[config.mk]
export PLATFORM = sky130hd
export DESIGN_NAME = sips4_input_conditioner
export DESIGN_NICKNAME = d
export VERILOG_FILES = /design/src/rtl/sips4_input_conditioner.sv
export SDC_FILE = /design/constraint.sdc
export NUM_CORES = 1
export LEC_CHECK = 0
export ABC_AREA = 1
export CAP_MARGIN = 20
export CORE_MARGIN = 8
export CORE_UTILIZATION = 50
export CTS_BUF_LIST = sky130_fd_sc_hd__clkbuf_16
export DETAILED_ROUTE_END_ITERATION = 16
export PLACE_DENSITY = 0.74
export SYNTH_ARGS = -nofsm -noshare
export SYNTH_HDL_FRONTEND = slang
export SYNTH_SLANG_ARGS = --single-unit
[constraint.sdc]
create_clock -name clk -period 1.7 [get_ports clk]
set_input_delay 0.34 -clock clk [delete_from_list [all_inputs] [get_ports clk]]
set_output_delay 0.34 -clock clk [all_outputs]
set_load 0.005 [all_outputs]
[src/rtl/sips4_input_conditioner.sv]
// SIPS4 switch/button front end: 2-flop sync, per-bit debounce, sticky press flags.
// Optional press flags are built only when SIPS4_BTN_LATCH_EN is defined.
module sips4_input_conditioner #(
    parameter int unsigned DEBOUNCE_CYCLES = 500000,
    parameter int unsigned CNT_W           = 20
) (
    input  logic       clk,
    input  logic       rst_n,
    input  logic [3:0] slide_raw,
    input  logic [1:0] button_raw,
    input  logic       rd_strobe,
    input  logic       rd_port,
    output logic [3:0] slide_q,
    output logic [1:0] btn_q,
    output logic [1:0] btn_press,
    output logic [3:0] in_data0,
    output logic [3:0] in_data1,
    output logic       changed
);

    localparam int unsigned NB = 6;
    localparam logic [NB-1:0] SYNC_RST = 6'b110000;
    localparam logic [CNT_W-1:0] CNT_LAST = CNT_W'(DEBOUNCE_CYCLES - 1);
    localparam logic [CNT_W-1:0] CNT_ONE  = CNT_W'(1);
    localparam logic [CNT_W-1:0] CNT_ZERO = '0;

    typedef enum logic {
        IDLE,
        PEND
    } db_state_e;

    logic [NB-1:0]    sync1_q, sync1_d;
    logic [NB-1:0]    sync2_q, sync2_d;
    logic [NB-1:0]    synced;
    logic [NB-1:0]    stable_q, stable_d;
    logic             changed_q, changed_d;
    db_state_e        state_q [NB];
    db_state_e        state_d [NB];
    logic [CNT_W-1:0] cnt_q [NB];
    logic [CNT_W-1:0] cnt_d [NB];

    always_comb begin
        sync1_d = {button_raw, slide_raw};
        sync2_d = sync1_q;
    end

    // Buttons are active-low at the pin; flip once here so everything after is active-high.
    assign synced = {~sync2_q[5:4], sync2_q[3:0]};

    always_comb begin
        stable_d = stable_q;
        for (int i = 0; i < NB; i++) begin
            state_d[i] = state_q[i];
            cnt_d[i]   = cnt_q[i];
            unique case (state_q[i])
                IDLE: begin
                    cnt_d[i] = CNT_ZERO;
                    if (synced[i] != stable_q[i]) begin
                        if (DEBOUNCE_CYCLES == 1) begin
                            stable_d[i] = synced[i];
                        end else begin
                            // The first mismatching edge counts toward the interval.
                            state_d[i] = PEND;
                            cnt_d[i]   = CNT_ONE;
                        end
                    end
                end
                PEND: begin
                    if (synced[i] == stable_q[i]) begin
                        state_d[i] = IDLE;
                        cnt_d[i]   = CNT_ZERO;
                    end else if (cnt_q[i] == CNT_LAST) begin
                        stable_d[i] = synced[i];
                        state_d[i]  = IDLE;
                        cnt_d[i]    = CNT_ZERO;
                    end else begin
                        cnt_d[i] = cnt_q[i] + CNT_ONE;
                    end
                end
                default: begin
                    state_d[i] = IDLE;
                    cnt_d[i]   = CNT_ZERO;
                end
            endcase
        end
        changed_d = |(stable_d ^ stable_q);
    end

    always_ff @(posedge clk) begin
        if (!rst_n) begin
            sync1_q   <= SYNC_RST;
            sync2_q   <= SYNC_RST;
            stable_q  <= '0;
            changed_q <= 1'b0;
            for (int i = 0; i < NB; i++) begin
                state_q[i] <= IDLE;
                cnt_q[i]   <= CNT_ZERO;
            end
        end else begin
            sync1_q   <= sync1_d;
            sync2_q   <= sync2_d;
            stable_q  <= stable_d;
            changed_q <= changed_d;
            for (int i = 0; i < NB; i++) begin
                state_q[i] <= state_d[i];
                cnt_q[i]   <= cnt_d[i];
            end
        end
    end

`ifdef SIPS4_BTN_LATCH_EN
    logic [1:0] press_q, press_d;
    logic [1:0] btn_rise;
    logic       rd_clr;

    assign btn_rise = stable_d[5:4] & ~stable_q[5:4];
    assign rd_clr   = rd_strobe & rd_port;

    // A rise in the same cycle as a clearing read must survive.
    always_comb begin
        press_d = (rd_clr ? 2'b00 : press_q) | btn_rise;
    end

    always_ff @(posedge clk) begin
        if (!rst_n) begin
            press_q <= 2'b00;
        end else begin
            press_q <= press_d;
        end
    end

    assign btn_press = press_q;
`else
    logic unused_rd;
    assign unused_rd = rd_strobe ^ rd_port;
    assign btn_press = 2'b00;
`endif

    assign slide_q  = stable_q[3:0];
    assign btn_q    = stable_q[5:4];
    assign in_data0 = stable_q[3:0];
    assign in_data1 = {btn_press, stable_q[5:4]};
    assign changed  = changed_q;

endmodule

### Word level (Yosys, flattened, before mapping)

Memory sizes are Yosys's and may differ from the RTL's.
Cells that the tools add are included.
Widths: inputs -> output; s select.

| storage, ports and cells | value |
|---|---|
| memories | 2 |
| bits in writable memories | 126 |
| bits in registers | 19 |
| output and inout port bits | 17 |
| logic and storage cells | 131 |

| cells by class | value |
|---|---|
| add/sub/neg operators | 6 |
| bitwise operators | 20 |
| multiplexer cells | 80 |
| eq/ne operators | 18 |
| reduce and logical (&&, ||, !) cells | 1 |

Memories:

| memory | depth | bits a word | read ports | clocked after Yosys merged registers in | write ports | line | source |
|---|---|---|---|---|---|---|---|
| cnt_q | 6 | 20 | 6 | 0 | 6 | 39 | `logic [CNT_W-1:0] cnt_q [NB];` |
| state_q | 6 | 1 | 6 | 0 | 6 | 37 | `db_state_e state_q [NB];` |

Operator list:

| cell | number |
|---|---|
| $mux 20 | 18 |
| $pmux 20 s2 | 6 |
| $add 20x1->20 const B | 6 |
| $eq 20x19->1 const B | 6 |
| $mux 1 | 50 |
| $or 1x1->1 | 12 |
| $pmux 1 s2 | 6 |
| $eq 1x1->1 | 6 |
| $ne 1x1->1 | 6 |
| $not 1->1 | 6 |
| $reduce_or 6->1 | 1 |
| $xor 6x6->6 | 1 |
| $not 2->2 | 1 |

### Longest topological paths before layout

Gate-level depths: netlist of the first run.
An unclocked memory read counts as a cell.

| depth | value |
|---|---|
| depth after elaboration | 7 |
| gate-level depth with buffers | 11 |
| gate-level depth less buffers | 11 |

### Least setup slack after synthesis of the first run

OpenSTA, ideal clock, no wires.

| timing path | value |
|---|---|
| path kind | register to register |
| from | mem cnt_q[1][0] |
| to | mem cnt_q[1][16] |
| arrival time | 1,408 ps |
| setup slack | 178 ps |
| setup time | 115 ps |
| data required time | 1,585 ps |
| buffers on the path | 1 |
| stages on the path, launching flop included | 10 |
| cell sequence | dfxtp_1 -> ha_1 -> nand2_1 -> nor2_1 -> nand2_1 -> nor2_1 -> nand2_1 -> nand4_4 -> buf_4 -> nor2_1 |

RTL lines:

| item | line |
|---|---|
| start, declared | 39 |

### Final worst setup path of the first run

| timing path | value |
|---|---|
| from | reg stable_q[0] |
| to | out in_data0[0] |

RTL lines:

| item | line | source |
|---|---|---|
| start, declared | 35 | `logic [NB-1:0] stable_q, stable_d;` |
| start signal, assigned | 102 | `stable_q <= stable_d;` |
| end, declared | 16 | `output logic [3:0] in_data0,` |

No word-level cell between the ends.

==> impl_metrics.json, run 1 <==
{
  "first_pass_iters": 5,
  "power_density_nw_per_um2": 865.0,
  "viasPerCell": 4.925,
  "die_x_um": 133.4,
  "path_delay_family": "buffers and inverters",
  "wire_per_inst_um": 11.52,
  "numCtsBuffers": 17,
  "drtAntennaViolNets": 0,
  "yosys.area.top_type": "dfxtp_1",
  "num_rows": 43,
  "final_hold_viol_count": 0,
  "syn-instance-count": 954,
  "place_congestion": 0.8403,
  "yosysMostFrequentCell": "nand2_1",
  "grt_use_total_pct": 15.83,
  "syn_to_final_growth_pct": 19.34,
  "insertion_delay_ns": 0.42,
  "die-area_sq_um": 17800,
  "final_area_sq_um": 8224,
  "cts_tree": "built",
  "hp-class": "register to register",
  "final.fill_count": 1269,
  "fin_crit_sh_pct": 97.62,
  "antennaDiodeCount": 0,
  "io_pins": 27,
  "clk_pin_slew_ns": 0.06,
  "wl_mm": 13.84,
  "crit_arrival_ns": 1.32,
  "start_kind": "register",
  "design.core.area_sq_um": 13670,
  "yosys_warnings": 0,
  "ir_drop_mv": 0.6892,
  "start_util_pct": 50.43,
  "setup_ws_ns": 0.04044,
  "synth.avg_cell_area_sq_um": 7.224,
  "placed_cell_area_sq_um": 7422,
  "dp_slack_ns": -0.09434,
  "portBuffers": 20,
  "yosys.area.top_type_share_pct": 42.12,
  "worstPathRequired_ns": 1.36,
  "yosys-top-cells-count": "nand2_1 (190), dfxtp_1 (145), nor2_1 (144), inv_1 (132), a21oi_1 (51)",
  "syn_area_sq_um": 6892,
  "crit_path_top_delay_cell": "clkdlybuf4s50_1",
  "die_h_um": 133.4,
  "cts_root_buf": "clkbuf_16",
  "drtIter0Drc": 285,
  "grt_start_max_net_pins": 20,
  "p_leak_nw": 2.885,
  "grt_pass1_wl_mm": 23.56,
  "dr_total_vias": 5915,
  "slowest_delay_ns": 0.52,
  "seq_area_frac_synth_pct": 42.12,
  "drv_slew": 0,
  "cp_cell_sequence": "clkdlybuf4s50_1",
  "grt_pass1_vias": 5555,
  "fin_crit_ns": 1.660,
  "power.total_mw": 7.114,
  "cts_max_path_buffers": 2,
  "drive_above_1_share_pct": 16.16,
  "end_kind": "output pin",
  "status": "finished, final reports clean",
  "ys_types": 44,
  "crit_buf_inv": 1,
  "setup_violations": 0,
  "fmax_mhz": 602.6,
  "finalSetupTns_ns": 0,
  "antenna_found_initial": 0,
  "cts_sinks": 145,
  "nets": 1025,
  "async_flop_share_pct": 0,
  "ys_ff_latch": 145,
  "synth.area.top_cells": "dfxtp_1 (42%), nand2_1 (10%), nor2_1 (7.8%)",
  "critPathKind": "register to output pin",
  "hpwl_mm": 9.730,
  "ys.flop_type": "dfxtp_1",
  "fin_skew_ns": 0.007470,
  "synth_edf_count": 0,
  "drv_cap": 0,
  "drc": 0,
  "gr-total-overflow": 0,
  "h-tree-depth": 4,
  "ctsHoldBuffers": 0,
  "crit_path_max_fanout": 4
}
==> logic make-up after synthesis <==
| group | after synthesis | share of synthesized area, % |
|---|---|---|
| DFF | 145 | 42.12 |
| and+or+nand+nor | 519 | 35.64 |
| adders and majority gates | 6 | 1.089 |
| buffers and inverters | 157 | 9.531 |
| xor gates and xnor gates | 32 | 4.067 |
| other | 1 | 0.05441 |
| AOI/OAI and AO/OA | 94 | 7.498 |
==> final timing paths <==
check                           depth (start not counted)  slack, ns     endpoint         from
worst max-delay path                                    1       0.04  in_data0[0]  stable_q[0]
worst min-delay path                                    1       0.41   sync2_q[5]   sync1_q[5]
worst max register to register                          8       0.07  stable_q[3]  cnt_q[3][0]
worst min register to register                          1       0.41   sync2_q[5]   sync1_q[5]
==> registers in the layout, summed over array words and instances (netlist names) <==
register	count
sync2_q	6
state_q	6
sync1_q	6
changed	1
stable_q	6
cnt_q	120
==> metal layers <==
layer  track usage (%)  share of wire (%)
met5                 0                  0
met4             6.613                1.6
met3             3.916                2.7
met2             27.12                 49
met1             18.43                 46
==> cell type report <==
class | instances | area [sq um] | area share [%]
Inverter | 138 | 518.0 | 6.298
Multi-Input combinational cell | 655 | 3513 | 42.72
Tap cell | 180 | 225.2 | 2.738
Clock inverter | 14 | 142.6 | 1.734
Sequential cell | 145 | 2922 | 35.52
Clock buffer | 17 | 425.4 | 5.173
Timing Repair Buffer | 52 | 478.0 | 5.812
==> report_power, final <==
group | total, mW | switching (mW) | internal [mW]
registers | 3.43 | 0.0137 | 3.42
logic | 0.0899 | 0.0446 | 0.0454
clock network | 3.59 | 1.45 | 2.14
total | 7.11 | 1.51 | 5.61
==> placed cells by master (no fill, tap or decap), types with 19 or more instances in the layout <==
cell and instances:
nor2_2 19, a21oi_1 51, nand4_1 29, inv_1 132, nand3_1 34, xor2_1 19
buf_4 29, nor3_1 42, nand2_1 186, nor2_1 131, o21ai_0 22, clkdlybuf4s50_1 20
dfxtp_1 132
==> repair_timing <==
| action | 4_1_cts | 5_1_grt |
|---|---|---|
| setup buffers | 0 | 6 |
| pin swaps | 0 | 19 |
| gates cloned | 0 | 0 |
| setup endpoints to repair | 13 | 88 |
| resized for setup | 7 | 50 |
==> stage by stage <==
stage	hold WS (ns)	cells	util, %
floorplan	0.3905	957	-
global placement	0.3940	1164	54.31
detailed placement	0.3973	1164	54.31
CTS	0.4113	1195	58.54
global route	0.4163	1201	60.18
finish	0.4133	1201	60.18
No activity file was read; power rests on OpenSTA's default activity.
==> inputs of run 2 (changes only) <==
--- a/config.mk
+++ b/config.mk
@@ -6,12 +6,10 @@
 export NUM_CORES = 1
 export LEC_CHECK = 0
 export ABC_AREA = 1
-export CAP_MARGIN = 20
-export CORE_MARGIN = 8
 export CORE_UTILIZATION = 50
 export CTS_BUF_LIST = sky130_fd_sc_hd__clkbuf_16
 export DETAILED_ROUTE_END_ITERATION = 16
-export PLACE_DENSITY = 0.74
+export PLACE_DENSITY_LB_ADDON = 0.3
 export SYNTH_ARGS = -nofsm -noshare
 export SYNTH_HDL_FRONTEND = slang
 export SYNTH_SLANG_ARGS = --single-unit
==> impl_metrics.json, run 2 (same netlist as run 1, synthesis figures left out) <==
{
  "critPathKind": "register to output pin",
  "drtIter0Drc": 409,
  "hpwl_mm": 9.494,
  "final.fill_count": 1208,
  "final_area_sq_um": 8219,
  "min_to": "sync2_q[1]",
  "crit_path_max_fanout": 4,
  "rrSetupSlack_ns": 0.09,
  "setup_ws_ns": 0.02998,
  "num_rows": 42,
  "rsz0062_at_grt": "yes",
  "cts_max_path_buffers": 2,
  "drv_slew": 0,
  "grt_pass1_vias": 5315,
  "end_kind": "output pin",
  "first_pass_iters": 5,
  "clk_pin_slew_ns": 0.06,
  "final_cells": 1202,
  "setup_violations": 0,
  "h-tree-depth": 4,
  "grt_start_max_net_pins": 20,
  "p_leak_nw": 2.913,
  "crit_buf_inv": 1,
  "die_h_um": 119.4,
  "slew_headroom_pct": 53.12,
  "min_from": "sync1_q[1]",
  "insertion_delay_ns": 0.42,
  "path_delay_family": "buffers and inverters",
  "placed_cell_area_sq_um": 7422,
  "seqCellArea_sq_um": 2922,
  "cp_cell_sequence": "clkdlybuf4s50_1",
  "fin_crit_ns": 1.670,
  "cts_root_buf": "clkbuf_16",
  "io_pins": 27,
  "final_hold_viol_count": 0,
  "drc": 0,
  "worstPathRequired_ns": 1.36,
  "fmax_mhz": 598.8,
  "portBuffers": 20,
  "crit_arrival_ns": 1.33,
  "start_util_pct": 51.63,
  "top_register": "cnt_q",
  "design.core.area_sq_um": 13350,
  "fin_skew_ns": 0.005161,
  "final_cell_mix": "nand2_1 (188), nor2_1 (136), inv_1 (131)",
  "multi_input_area_sq_um": 3486,
  "gr-total-overflow": 0,
  "largest_reg_flops": 120,
  "status": "finished, final reports clean",
  "numCtsBuffers": 17,
  "viasPerCell": 4.963,
  "die-area_sq_um": 14260,
  "syn_to_final_growth_pct": 19.26,
  "crit_path_top_delay_cell": "clkdlybuf4s50_1",
  "cts_tree": "built",
  "dp_slack_ns": -0.08097,
  "drv_cap": 0,
  "wl_mm": 13.64,
  "reg2reg_to": "cnt_q[5][8]",
  "start_kind": "register",
  "drive_above_1_share_pct": 15.40,
  "fin_crit_sh_pct": 98.24,
  "antenna_found_initial": 0,
  "dr_total_vias": 5965,
  "ir_drop_mv": 0.7663,
  "hold_path_depth": 2,
  "r2r-start": "cnt_q[5][0]",
  "antennaDiodeCount": 0,
  "cts_sinks": 145,
  "hp-class": "register to register",
  "tightestPinTransition_ns": 0.7009,
  "place_congestion": 0.8441,
  "wire_per_inst_um": 11.35,
  "drtAntennaViolNets": 0,
  "grt_pass1_wl_mm": 22.96,
  "power_density_nw_per_um2": 889.3,
  "holdWs_ns": 0.4125,
  "ctsHoldBuffers": 0,
  "placed_cells": 1164,
  "r2r_cells": 8,
  "grt_use_total_pct": 19.96,
  "nets": 1029,
  "final_common_cell": "nand2_1",
  "die_x_um": 119.4,
  "slowest_delay_ns": 0.52
}
[run 2: cell count changes in the layout (fill, tap and decap cells not counted), sizes merged]
cell	previous run	this run
clkinv	6	10
clkinvlp	4	1
buf	32	34
bufinv	2	4
inv	140	138
nand4	31	33
clkdlybuf4s50	20	19
dlygate4sd2	0	1
[run 2: how the worst max path moves through the flow]
stage | start | to | cells after the start
after detailed placement | rst_n | cnt_q[5][9] | 8
after CTS | stable_q[3] | in_data0[3] | 1
final | stable_q[3] | in_data0[3] | 1
after global placement | rst_n | cnt_q[5][9] | 8
after global routing | cnt_q[5][0] | stable_q[5] | 9
after floorplan | cnt_q[1][0] | cnt_q[1][16] | 9
[run 2: cell type report]
cell class	count	area share, %
Multi-Input combinational cell	657	42.41
Sequential cell	145	35.55
Inverter	138	6.302
Clock inverter	15	2.116
Timing Repair Buffer	54	5.770
Clock buffer	17	5.176
Tap cell	176	2.679
[run 2: metal layers]
metal / GRT usage [%] / vias up / share of wire [%]
li1: - / 3168 / -
met1: 25.94 / 2678 / 48
met2: 32.05 / 100 / 47
met3: 4.454 / 19 / 2.9
met4: 7.969 / 0 / 1.5
met5: 0 / - / 0
[run 2: through the flow]
step	TNS (ns)	power [mW]	util [%]
global route	-0.1185	7.561	61.58
CTS	0	7.389	60.20
finish	0	7.309	61.58
global placement	-0.3234	3.590	55.61
floorplan	0	3.554	-
detailed placement	-0.7730	3.592	55.61
[run 2: repair_timing]
| action | in CTS | in global routing |
|---|---|---|
| gates cloned | 0 | 2 |
| resized for setup | 8 | 39 |
| buffers inserted | 0 | 4 |
| setup endpoints to repair | 16 | 65 |
| pin swaps | 0 | 15 |
[run 2: where the power goes]
group          switching, mW  internal, mW  total, mW
Sequential            0.0143          3.42       3.43
Clock                   1.37          2.41       3.78
Combinational         0.0464        0.0433     0.0897
==> inputs of run 3 (changes only) <==
--- a/config.mk
+++ b/config.mk
@@ -13,3 +13,4 @@
 export SYNTH_ARGS = -nofsm -noshare
 export SYNTH_HDL_FRONTEND = slang
 export SYNTH_SLANG_ARGS = --single-unit
+export TNS_END_PERCENT = 1
==> impl_metrics.json, run 3 (same netlist as run 1, synthesis figures left out) <==
{
  "grt_pass1_wl_mm": 22.96,
  "finalSetupTns_ns": 0,
  "insertion_delay_ns": 0.42,
  "cts_tree": "built",
  "io_pins": 27,
  "power.total_mw": 7.297,
  "drv_cap": 0,
  "ctsHoldBuffers": 0,
  "portBuffers": 20,
  "hold_path_depth": 2,
  "syn_to_final_growth_pct": 17.99,
  "crit_path_max_fanout": 4,
  "final_cell_mix": "nand2_1 (190), nor2_1 (138), dfxtp_1 (136)",
  "crit_arrival_ns": 1.33,
  "multi_input_area_sq_um": 3422,
  "path_delay_family": "buffers and inverters",
  "final_hold_viol_count": 0,
  "die-area_sq_um": 14260,
  "largest_reg_flops": 120,
  "first_pass_iters": 4,
  "grt_pass1_vias": 5315,
  "drtAntennaViolNets": 0,
  "num_rows": 42,
  "drc": 0,
  "final_common_cell": "nand2_1",
  "ir_drop_mv": 0.7614,
  "slowest_delay_ns": 0.52,
  "power_density_nw_per_um2": 897.4,
  "wire_per_inst_um": 11.08,
  "r2r_cells": 8,
  "dr_total_vias": 5895,
  "fin_crit_ns": 1.668,
  "placed_cells": 1164,
  "grt_use_total_pct": 19.96,
  "seqCellArea_sq_um": 2914,
  "cp_cell_sequence": "clkdlybuf4s50_1",
  "cts_root_buf": "clkbuf_16",
  "fin_skew_ns": 0.004859,
  "start_kind": "register",
  "cts_sinks": 145,
  "fin_util_pct": 60.92,
  "numCtsBuffers": 17,
  "grt_start_max_net_pins": 20,
  "clk_pin_slew_ns": 0.06,
  "final.fill_count": 1224,
  "cts_max_path_buffers": 2,
  "fin_crit_sh_pct": 98.11,
  "top_register": "cnt_q",
  "wl_mm": 13.27,
  "worstPathRequired_ns": 1.36,
  "antennaDiodeCount": 0,
  "gr-total-overflow": 0,
  "start_util_pct": 51.63,
  "hpwl_mm": 9.494,
  "die_h_um": 119.4,
  "critPathKind": "register to output pin",
  "rsz0062_at_grt": "yes",
  "crit_buf_inv": 1,
  "design.core.area_sq_um": 13350,
  "drtIter0Drc": 396,
  "p_leak_nw": 2.901,
  "die_x_um": 119.4,
  "final_cells": 1198,
  "end_kind": "output pin",
  "holdWs_ns": 0.4129,
  "drive_above_1_share_pct": 13.89,
  "cp_num_cells": 1,
  "drv_slew": 0,
  "crit_path_top_delay_cell": "clkdlybuf4s50_1",
  "viasPerCell": 4.921,
  "h-tree-depth": 4,
  "antenna_found_initial": 0,
  "status": "finished, final reports clean",
  "hp-class": "register to register",
  "nets": 1025,
  "setup_violations": 0,
  "place_congestion": 0.8441,
  "fmax_mhz": 599.6
}
[run 3: changes by cell type in the layout (fill, tap and decap cells not counted), moves of 2 or more]
cell     delta
nor2_2      -2
nor2_1      +2
dfxtp_2     -6
nand2_2     -2
dfxtp_1     +6
inv_2       -2
nand2_1     +2
ha_4        -2
ha_1        +2
[run 3: path summary, 6_finish.rpt]
path,start,to,slack [ns]
max reg2reg,cnt_q[1][0],cnt_q[1][14],0.11
min,sync1_q[1],sync2_q[1],0.41
min reg2reg,sync1_q[1],sync2_q[1],0.41
max,stable_q[3],in_data0[3],0.03
[run 3: area by class of cell]
| cell class | instances | share of cell area (%) |
|---|---|---|
| Clock buffer | 17 | 5.232 |
| Inverter | 138 | 6.401 |
| Timing Repair Buffer | 52 | 5.601 |
| Sequential cell | 145 | 35.84 |
| Clock inverter | 15 | 2.139 |
| Tap cell | 176 | 2.708 |
| Multi-Input combinational cell | 655 | 42.08 |
[run 3: per-stage QoR]
stage | setup WS [ns] | area, sq um
finish | 0.03217 | 8132
global route | -0.07199 | 8132
CTS | 0.01528 | 8035
detailed placement | -0.08097 | 7422
global placement | -0.05106 | 7422
floorplan | 0.1775 | 6903
[run 3: what timing repair did]
item,4_1_cts,5_1_grt
gates resized for setup,8,24
setup buffers,0,2
setup endpoints to repair,16,65
pin swaps,0,4
[run 3: metal layers]
layer  track usage (%)  vias up  part of all wire, %
li1                  -     3150                    -
met1             25.94     2658                   50
met2             32.05       71                   46
met3             4.454       16                  2.3
met4             7.969        0                  1.6
met5                 0        -                    0
[run 3: where the power goes]
group / switching [mW] / leakage, nW / internal, mW / total, mW
logic: 0.0433 / 1.43 / 0.0424 / 0.0857
registers: 0.0128 / 1.18 / 3.42 / 3.43
clock network: 1.36 / 0.295 / 2.41 / 3.78
total: 1.42 / 2.90 / 5.88 / 7.30
[run 3: worst reg2reg max path: stages (launching register included)]
cell	delay (ns)
dfxtp_1	0.31
ha_1	0.21
nand2_1	0.10
nor2_2	0.05
nand2_1	0.08
nor2_1	0.06
nand2_1	0.15
nand4_4	0.28
nor3_1	0.27
==> RTL change, RTL diff (flow settings as in run 3) <==
`CNT_W`: 20 -> 30.
--- a/src/rtl/sips4_input_conditioner.sv
+++ b/src/rtl/sips4_input_conditioner.sv
@@ -2,7 +2,7 @@
 // Optional press flags are built only when SIPS4_BTN_LATCH_EN is defined.
 module sips4_input_conditioner #(
     parameter int unsigned DEBOUNCE_CYCLES = 500000,
-    parameter int unsigned CNT_W           = 20
+    parameter int unsigned CNT_W           = 30
 ) (
     input  logic       clk,
     input  logic       rst_n,
Formal check against the unedited RTL: same outputs for any inputs over 10 cycles, from zero or initial values and one cycle with rst_n low; that may be too few to reach the edited logic, so the function may still have changed.
==> RTL change against run 3 <==
Area after synthesis increased by 53%; via count increased by 68%; wire length increased by 83%; sequential power increased by 41%; setup slack got worse by 0.012 ns; design area increased by 56%; fmax decreased by 0.72%; sequential share of layout area decreased by 3.1 points; sequential cell count increased by 60; total power increased by 33%; critical endpoint is now cnt_q[3][23]$_SDFF_PP0_; highest routed layer unchanged.
==> RTL change: results (changes against run 3) <==
Parameter                              Value

Status
  Run status    completed (unchanged)

Synth
  Compound-gate portion of the synthesized area    0.0707 (was 0.0750)
  Mapped Cells    1541 (was 954)
  Seq/Total Area, Yosys    0.389 (was 0.421)
  Number of unique standard cell types used by synthesis    43 (was 44)
  Most used standard cells in the synthesized netlist    sky130_fd_sc_hd__nand2_1 (333), sky130_fd_sc_hd__nor2_1 (251), sky130_fd_sc_hd__inv_1 (215) (was sky130_fd_sc_hd__nand2_1 (190), sky130_fd_sc_hd__dfxtp_1 (145), sky130_fd_sc_hd__nor2_1 (144))

Min path
  Worst Min Path Start    slide_raw[2] (was sync1_q[1]$_SDFF_PN0_)
  Hold depth    3 (was 2)
  Terminating pin of the worst hold path    sync1_q[2]$_SDFF_PN0_ (was sync2_q[1]$_SDFF_PN0_)
  Hold/Removal Path Class    input port to register (was register to register)

Timing
  Worst clock skew    0.0155 ns (was 0.00486 ns)
  Crit share post-route    0.988 (was 0.981)

Global route
  Global Route met3 Usage    0.0273 (was 0.0445)
  First-pass GRT wire length    40600 um (was 23000 um)
  Maximum number of pins on one net before global-route repair    30 (was 20)
  GRT met2 Usage    0.365 (was 0.320)

Power
  Net Switching    2.07 mW (was 1.42 mW)
  Leak pwr    4.50 nW (was 2.90 nW)

CTS
  H-tree Lvls    1 (was 4)
  Clock latency on the worst-skew pair    0.51 ns (was 0.42 ns)

Drt
  Total met2 wirelength after detailed routing    11100 um (was 6160 um)
  Detailed-router iteration count before antenna repair    5 (was 4)
  Total number of vias    9915 (was 5895)
  Amount of wire on met3 after detailed routing    1240 um (was 305 um)

Critical path
  Data arrival time of the worst path    2.12 ns (was 1.33 ns)
  CP endpoint    cnt_q[3][23]$_SDFF_PP0_ (was in_data0[3])
  Worst reg2reg setup slack    0.02 ns (was 0.11 ns)
  Launching element of the worst setup path    cnt_q[3][10]$_SDFF_PP0_ (was stable_q[3]$_SDFF_PN0_)

Placed design
  Post-detailed-placement cell area    11500 um^2 (was 7420 um^2)
  RD Place Congestion    0.925 (was 0.844)
  Worst-case setup slack after placement    -0.178 ns (was -0.0810 ns)

Layout
  Ratio of cells with drive above 1 in the final layout    0.167 (was 0.139)
  Flip-flop count of the largest register after layout    180 (was 120)
  Net count of the finished layout    1668 (was 1025)
RTL change: worst max-delay path, stage by stage, from the launching register on:
cell	delay, ns
sky130_fd_sc_hd__dfxtp_1	0.39
sky130_fd_sc_hd__nand2_1	0.14
sky130_fd_sc_hd__nor3_1	0.33
sky130_fd_sc_hd__nand2_1	0.12
sky130_fd_sc_hd__nor3_1	0.14
sky130_fd_sc_hd__nand2_1	0.11
sky130_fd_sc_hd__or2_2	0.29
sky130_fd_sc_hd__a21oi_2	0.11
RTL change: repair_timing:
item / in CTS / in global routing
resized for setup: 27 / 97
cloned: 0 / 3
setup buffers: 0 / 7
setup endpoints to repair: 34 / 157
pin swaps: 0 / 18
RTL change: kinds of logic (layout without fill, tap and decap cells):
group,after synthesis,in the layout
and+or+nand+nor,905,905
buffers and inverters,247,371
DFF,205,205
AOI/OAI and AO/OA,129,129
xor gates and xnor gates,48,48
adders and majority gates,6,6
other,1,4
RTL change: final cells by class:
class / instances / area, um^2 / share of cell area
inverters: 217 / 815 / 0.0643
well taps: 270 / 338 / 0.0267
repair buffers: 113 / 1000 / 0.0789
multi-input cells: 1092 / 5650 / 0.446
clock buffers: 23 / 576 / 0.0454
clock inverters: 18 / 140 / 0.0111
flip-flops and latches: 205 / 4150 / 0.327
RTL change: power by group through the flow:
| stage | Combinational, mW | Sequential [mW] | Clock (mW) |
|---|---|---|---|
| after CTS | 0.0849 | 4.83 | 4.86 |
| after floorplan | 0.0470 | 4.94 | 0 |
| after global routing | 0.0985 | 4.83 | 5.09 |
| after detailed placement | 0.0839 | 4.94 | 0 |
| after global placement | 0.0821 | 4.94 | 0 |
| final | 0.0882 | 4.83 | 4.77 |
